## src/rtl/uart_wb_ctrl.sv

```systemverilog
// Wishbone master for a 16550-style UART: programs the divisor latch, LCR,
// FCR and IER after reset, then polls LSR and moves bytes between a
// valid/ready TX stream and an RX pulse stream with round-robin service.
module uart_wb_ctrl #(
  parameter logic [15:0] DIVISOR     = 16'd27,
  parameter logic [7:0]  LCR_VAL     = 8'h03,
  parameter logic [7:0]  FCR_VAL     = 8'h07,
  parameter logic [7:0]  IER_VAL     = 8'h00,
  parameter int          ACK_TIMEOUT = 16
) (
  input  logic       clock,
  input  logic       wb_rst_i,
  output logic [2:0] wbm_adr_o,
  output logic [7:0] wbm_dat_o,
  input  logic [7:0] wbm_dat_i,
  output logic [3:0] wbm_sel_o,
  output logic       wbm_we_o,
  output logic       wbm_stb_o,
  output logic       wbm_cyc_o,
  input  logic       wbm_ack_i,
  input  logic       tx_valid,
  input  logic [7:0] tx_data,
  output logic       tx_ready,
  output logic       rx_valid,
  output logic [7:0] rx_data,
  output logic       init_done,
  output logic       bus_err,
  input  logic       cfg_start
);

  typedef enum logic [3:0] {
    INIT0, INIT1, INIT2, INIT3, INIT4, INIT5,
    IDLE, POLL, WR_THR, RD_RBR, ERR
  } state_t;

  localparam int TW = $clog2(ACK_TIMEOUT);
  localparam logic [TW-1:0] TMO_LAST = TW'(ACK_TIMEOUT - 1);

  state_t         state_reg;
  logic           stb_reg;
  logic           we_reg;
  logic [2:0]     adr_reg;
  logic [7:0]     dat_reg;
  logic [TW-1:0]  tmo_reg;
  logic           rr_last_reg;   // 1 = TX was served last, 0 = RX
  logic           tx_ready_reg;
  logic           rx_valid_reg;
  logic [7:0]     rx_data_reg;
  logic           init_done_reg;
  logic           bus_err_reg;

  logic           is_bus;
  logic [2:0]     req_adr;
  logic           req_we;
  logic [7:0]     req_dat;
  logic           tx_ok;
  logic           dr;

  // Register access that each bus-owning state issues.
  always_comb begin
    is_bus  = 1'b1;
    req_adr = 3'd0;
    req_we  = 1'b1;
    req_dat = 8'h00;
    case (state_reg)
      INIT0:   begin req_adr = 3'd3; req_dat = 8'h80; end
      INIT1:   begin req_adr = 3'd0; req_dat = DIVISOR[7:0]; end
      INIT2:   begin req_adr = 3'd1; req_dat = DIVISOR[15:8]; end
      INIT3:   begin req_adr = 3'd3; req_dat = LCR_VAL & 8'h7F; end
      INIT4:   begin req_adr = 3'd2; req_dat = FCR_VAL; end
      INIT5:   begin req_adr = 3'd1; req_dat = IER_VAL; end
      POLL:    begin req_adr = 3'd5; req_we = 1'b0; end
      WR_THR:  begin req_adr = 3'd0; req_dat = tx_data; end
      RD_RBR:  begin req_adr = 3'd0; req_we = 1'b0; end
      default: begin is_bus = 1'b0; req_we = 1'b0; end
    endcase
  end

  // LSR status bits as seen on the ack of the poll read.
  assign tx_ok = wbm_dat_i[5] && tx_valid;
  assign dr    = wbm_dat_i[0];

  // Sequencer: issues one registered bus access per state, advances on ack,
  // aborts on ack timeout, and arbitrates TX/RX service round-robin.
  always_ff @(posedge clock) begin
    if (wb_rst_i) begin
      state_reg     <= INIT0;
      stb_reg       <= 1'b0;
      we_reg        <= 1'b0;
      adr_reg       <= 3'd0;
      dat_reg       <= 8'h00;
      tmo_reg       <= '0;
      rr_last_reg   <= 1'b0;
      tx_ready_reg  <= 1'b0;
      rx_valid_reg  <= 1'b0;
      rx_data_reg   <= 8'h00;
      init_done_reg <= 1'b0;
      bus_err_reg   <= 1'b0;
    end else begin
      tx_ready_reg <= 1'b0;
      rx_valid_reg <= 1'b0;
      if (stb_reg) begin
        if (wbm_ack_i) begin
          stb_reg <= 1'b0;
          we_reg  <= 1'b0;
          adr_reg <= 3'd0;
          dat_reg <= 8'h00;
          tmo_reg <= '0;
          case (state_reg)
            INIT0: state_reg <= INIT1;
            INIT1: state_reg <= INIT2;
            INIT2: state_reg <= INIT3;
            INIT3: state_reg <= INIT4;
            INIT4: state_reg <= INIT5;
            INIT5: begin
              state_reg     <= IDLE;
              init_done_reg <= 1'b1;
            end
            POLL: begin
              if (tx_ok && dr)
                state_reg <= rr_last_reg ? RD_RBR : WR_THR;
              else if (tx_ok)
                state_reg <= WR_THR;
              else if (dr)
                state_reg <= RD_RBR;
              else
                state_reg <= IDLE;
            end
            WR_THR: begin
              tx_ready_reg <= 1'b1;
              rr_last_reg  <= 1'b1;
              state_reg    <= IDLE;
            end
            RD_RBR: begin
              rx_data_reg  <= wbm_dat_i;
              rx_valid_reg <= 1'b1;
              rr_last_reg  <= 1'b0;
              state_reg    <= IDLE;
            end
            default: state_reg <= IDLE;
          endcase
        end else if (tmo_reg == TMO_LAST) begin
          stb_reg       <= 1'b0;
          we_reg        <= 1'b0;
          adr_reg       <= 3'd0;
          dat_reg       <= 8'h00;
          tmo_reg       <= '0;
          bus_err_reg   <= 1'b1;
          init_done_reg <= 1'b0;
          state_reg     <= ERR;
        end else begin
          tmo_reg <= tmo_reg + 1'b1;
        end
      end else if (cfg_start) begin
        state_reg     <= INIT0;
        init_done_reg <= 1'b0;
      end else if (state_reg == IDLE) begin
        state_reg <= POLL;
      end else if (is_bus) begin
        stb_reg <= 1'b1;
        we_reg  <= req_we;
        adr_reg <= req_adr;
        dat_reg <= req_dat;
      end
    end
  end

  assign wbm_stb_o = stb_reg;
  assign wbm_cyc_o = stb_reg;
  assign wbm_sel_o = stb_reg ? 4'b0001 : 4'b0000;
  assign wbm_we_o  = we_reg;
  assign wbm_adr_o = adr_reg;
  assign wbm_dat_o = dat_reg;
  assign tx_ready  = tx_ready_reg;
  assign rx_valid  = rx_valid_reg;
  assign rx_data   = rx_data_reg;
  assign init_done = init_done_reg;
  assign bus_err   = bus_err_reg;

endmodule
```

## config.mk

```make
export PLATFORM = sky130hd
export DESIGN_NAME = uart_wb_ctrl
export DESIGN_NICKNAME = d
export VERILOG_FILES = /design/src/rtl/uart_wb_ctrl.sv
export SDC_FILE = /design/constraint.sdc
export NUM_CORES = 1
export LEC_CHECK = 0
export ABC_AREA = 1
export BUFFER_PORTS_ARGS = -buffer_cell sky130_fd_sc_hd__buf_2
export CAP_MARGIN = 10
export CELL_PAD_IN_SITES_DETAIL_PLACEMENT = 1
export CELL_PAD_IN_SITES_GLOBAL_PLACEMENT = 1
export CORE_ASPECT_RATIO = 0.75
export CORE_MARGIN = 4
export CORE_UTILIZATION = 30
export CTS_CLUSTER_DIAMETER = 80
export DETAILED_ROUTE_END_ITERATION = 10
export PLACE_DENSITY = 0.75
export SYNTH_ARGS = -nofsm -noshare
export SYNTH_HDL_FRONTEND = slang
export SYNTH_SLANG_ARGS = --single-unit
export TNS_END_PERCENT = 100
```

## constraint.sdc

```tcl
create_clock -name clock -period 1.8 [get_ports clock]
set_clock_uncertainty 0.2 [all_clocks]
set_input_delay 0 -clock clock [delete_from_list [all_inputs] [get_ports clock]]
set_output_delay 0 -clock clock [all_outputs]
set_load 0.05 [all_outputs]
```

==> reports/results.txt <==
status: completed
worst r2r dst: wbm_dat_o[1]$_SDFFE_PP0P_
CTS tree: done
NumNets Final: 348
P per Cell Area: 889.0 mW/mm2
Post-Layout Cell Count: 402
ANT nets after route: 0
Detailed Place HPWL: 3858 um
GR Overflow Total: 0
root buf cell: clkbuf_8
drt wl/cell: 14.01 um
hold depth: 5
first-pass GRT wire length: 8818 um
Layout area overhead: 46.21%
sequential fraction of the synthesis area: 38.91%
initial antenna violation count: 0
Longest Clk Path Bufs: 2
r2r worst-path depth: 9
nature of the critical path startpoint: flip-flop
share of cells above drive strength 1: 33.03%
total power: 2.274 mW
crit-path max FO: 5
Ant. Diodes: 0
Final GP Congestion: 0.8956
Sequential Area: 685.7 um2
RR Startpoint: tmo_reg[1]$_SDFFE_PP0P_
CTS Sinks: 34
fin crit share: 97.26%
Die W: 96.17 um
commonest non-fill, non-tap cell in the layout: nand2_1
Post-Synthesis Cells: 242
endpoints failing hold: 0
worst setup path startpoint: tmo_reg[1]$_SDFFE_PP0P_
final wirelength: 5631 um
warning count from the yosys run: 0
drt first pass iters: 4
Synth Area per Inst: 7.228 um2
crit path capture: wbm_dat_o[1]$_SDFFE_PP0P_
Slew Limit Fails: 0
WHS: 0.01232 ns
die height: 74.13 um
# IOs: 51
H-tree levels: 2
Rows: 23
core area: 0.005497 mm2
Final setup viols: 0
commonest cells after routing, fill and taps aside: nand2_1, buf_2, dfxtp_1
Arr. time, crit path: 1.73 ns
cts bufs inserted: 5
DRC violations left: 0
WS Path Type: reg2reg
Lkg Pwr: 1.219 nW
vias in the first global route: 1,895
cell total after placement: 361
crit path capture type: flip-flop
Vias: 1,859
reg2reg setup slack: 0.05 ns
fmax: 571.2 MHz
largest net degree at the start of global routing: 22
starting density of the core: 31.82%
setup TNS: 0 ns
routed vias/inst: 4.624
synthesized cell area: 0.001749 mm2
GRT Util Overall: 15.74%
maximum vdd ir drop: 0.3987 mV
clock latency on the worst-skew pair: 0.29 ns
Max Cap Viol: 0
Seq cells post-synth: 34
die area: 0.007129 mm2
crit path time final: 1.751 ns
HP Class: in2reg
Worst EP required: 1.78 ns
Final Core Density: 46.53%
DRT iter0 DRCs: 47
Fillers: 685
IO buf count: 47
Clock transition at path regs: 0.08 ns
area taken by multi-input logic gates: 932.1 um2
Yosys cell types: 31
==> timing repair <==
item	in CTS	in global routing
gates resized for setup	0	8
buffers inserted	0	10
hold buffers	19	0
endpoints found under the hold margin	28	0
setup endpoints to repair	0	14
==> per-stage QoR <==
step	setup slack, ns	area, um2
global placement	0.05194	2058
detailed placement	0.04564	2058
finish	0.04929	2557
floorplan	0.07708	1758
global route	-0.07361	2557
CTS	0.01093	2386
==> worst max-delay path, cell delays in order, from the launching register on <==
cell       delay (ns)
dfxtp_2          0.35
ha_4             0.14
nand3_2          0.09
nand2_2          0.11
inv_2            0.06
a21oi_4          0.27
clkbuf_16        0.20
nand3_1          0.09
nand2_1          0.07
nor2_1           0.06
==> cell usage after synthesis <==
cell type	n	area share (%)
a21oi_2	2	1.0
nor2_2	3	1.1
buf_4	5	2.1
nand3_4	1	1.0
clkbuf_1	3	0.64
inv_2	3	0.64
nor2_4	6	3.9
inv_1	14	3.0
nor4_1	1	0.36
ha_1	1	0.72
a21oi_4	1	0.93
a21oi_1	22	6.3
dfxtp_1	34	39
nor2_1	25	5.4
nand3_1	23	6.6
o211ai_1	2	0.86
a211oi_1	2	0.86
o21ai_0	8	2.3
o22ai_1	1	0.36
nand2_4	2	1.3
nand3b_1	2	0.86
nor3_1	1	0.29
clkinv_4	1	0.50
clkinv_2	1	0.29
nand2_2	2	0.72
nand2_1	67	14
conb_1	1	0.21
and3_1	1	0.36
o2111ai_1	1	0.50
buf_6	4	2.6
nand3_2	2	1.1
==> cell type report <==
cell class | count | area share [%]
clock inverters | 3 | 2.691
multi-input cells | 180 | 36.45
flip-flops and latches | 34 | 26.81
repair buffers | 86 | 24.51
well taps | 75 | 3.669
inverters | 19 | 3.180
clock buffers | 5 | 2.691
==> metal layers <==
layer  global-route usage (%)  share of wire (%)  vias to the layer above
li1                         -                  -                      953
met1                    20.60                 48                      854
met2                    26.63                 45                       48
met3                    3.943                6.4                        4
met4                    2.839               0.55                        0
met5                        0                  0                        -
==> power breakdown <==
| part | switching (mW) | internal [mW] |
|---|---|---|
| combinational | 0.380 | 0.216 |
| sequential | 0.0320 | 0.793 |
| clock | 0.297 | 0.555 |
| total | 0.709 | 1.56 |
==> worst min path at each step <==
stage,from,end,slack [ns]
6_report,tx_valid,state_reg[3]$_SDFFE_PP0P_,0.01
5_1_grt,tx_valid,state_reg[3]$_SDFFE_PP0P_,0.07
4_1_cts,tx_valid,state_reg[3]$_SDFFE_PP0P_,0.02
3_5_place_dp,wbm_dat_i[2],rx_data[2]$_SDFFE_PP0P_,-0.003
3_3_place_gp,wbm_dat_i[2],rx_data[2]$_SDFFE_PP0P_,-0.01
2_1_floorplan,wb_rst_i,tmo_reg[2]$_SDFFE_PP0P_,-0.12
==> cell families (layout without fill, tap and decap cells) <==
group	after synthesis	after routing	share of synthesized area, %
flip-flops	34	34	38.91
AO/OA/AOI/OAI	39	39	13.09
other	1	3	0.2144
AND/OR/NAND/NOR	136	137	37.27
adder cells (fa/ha/maj)	1	1	0.7152
buffers and inverters	31	113	9.799
Power figures use the tool's default switching activity.
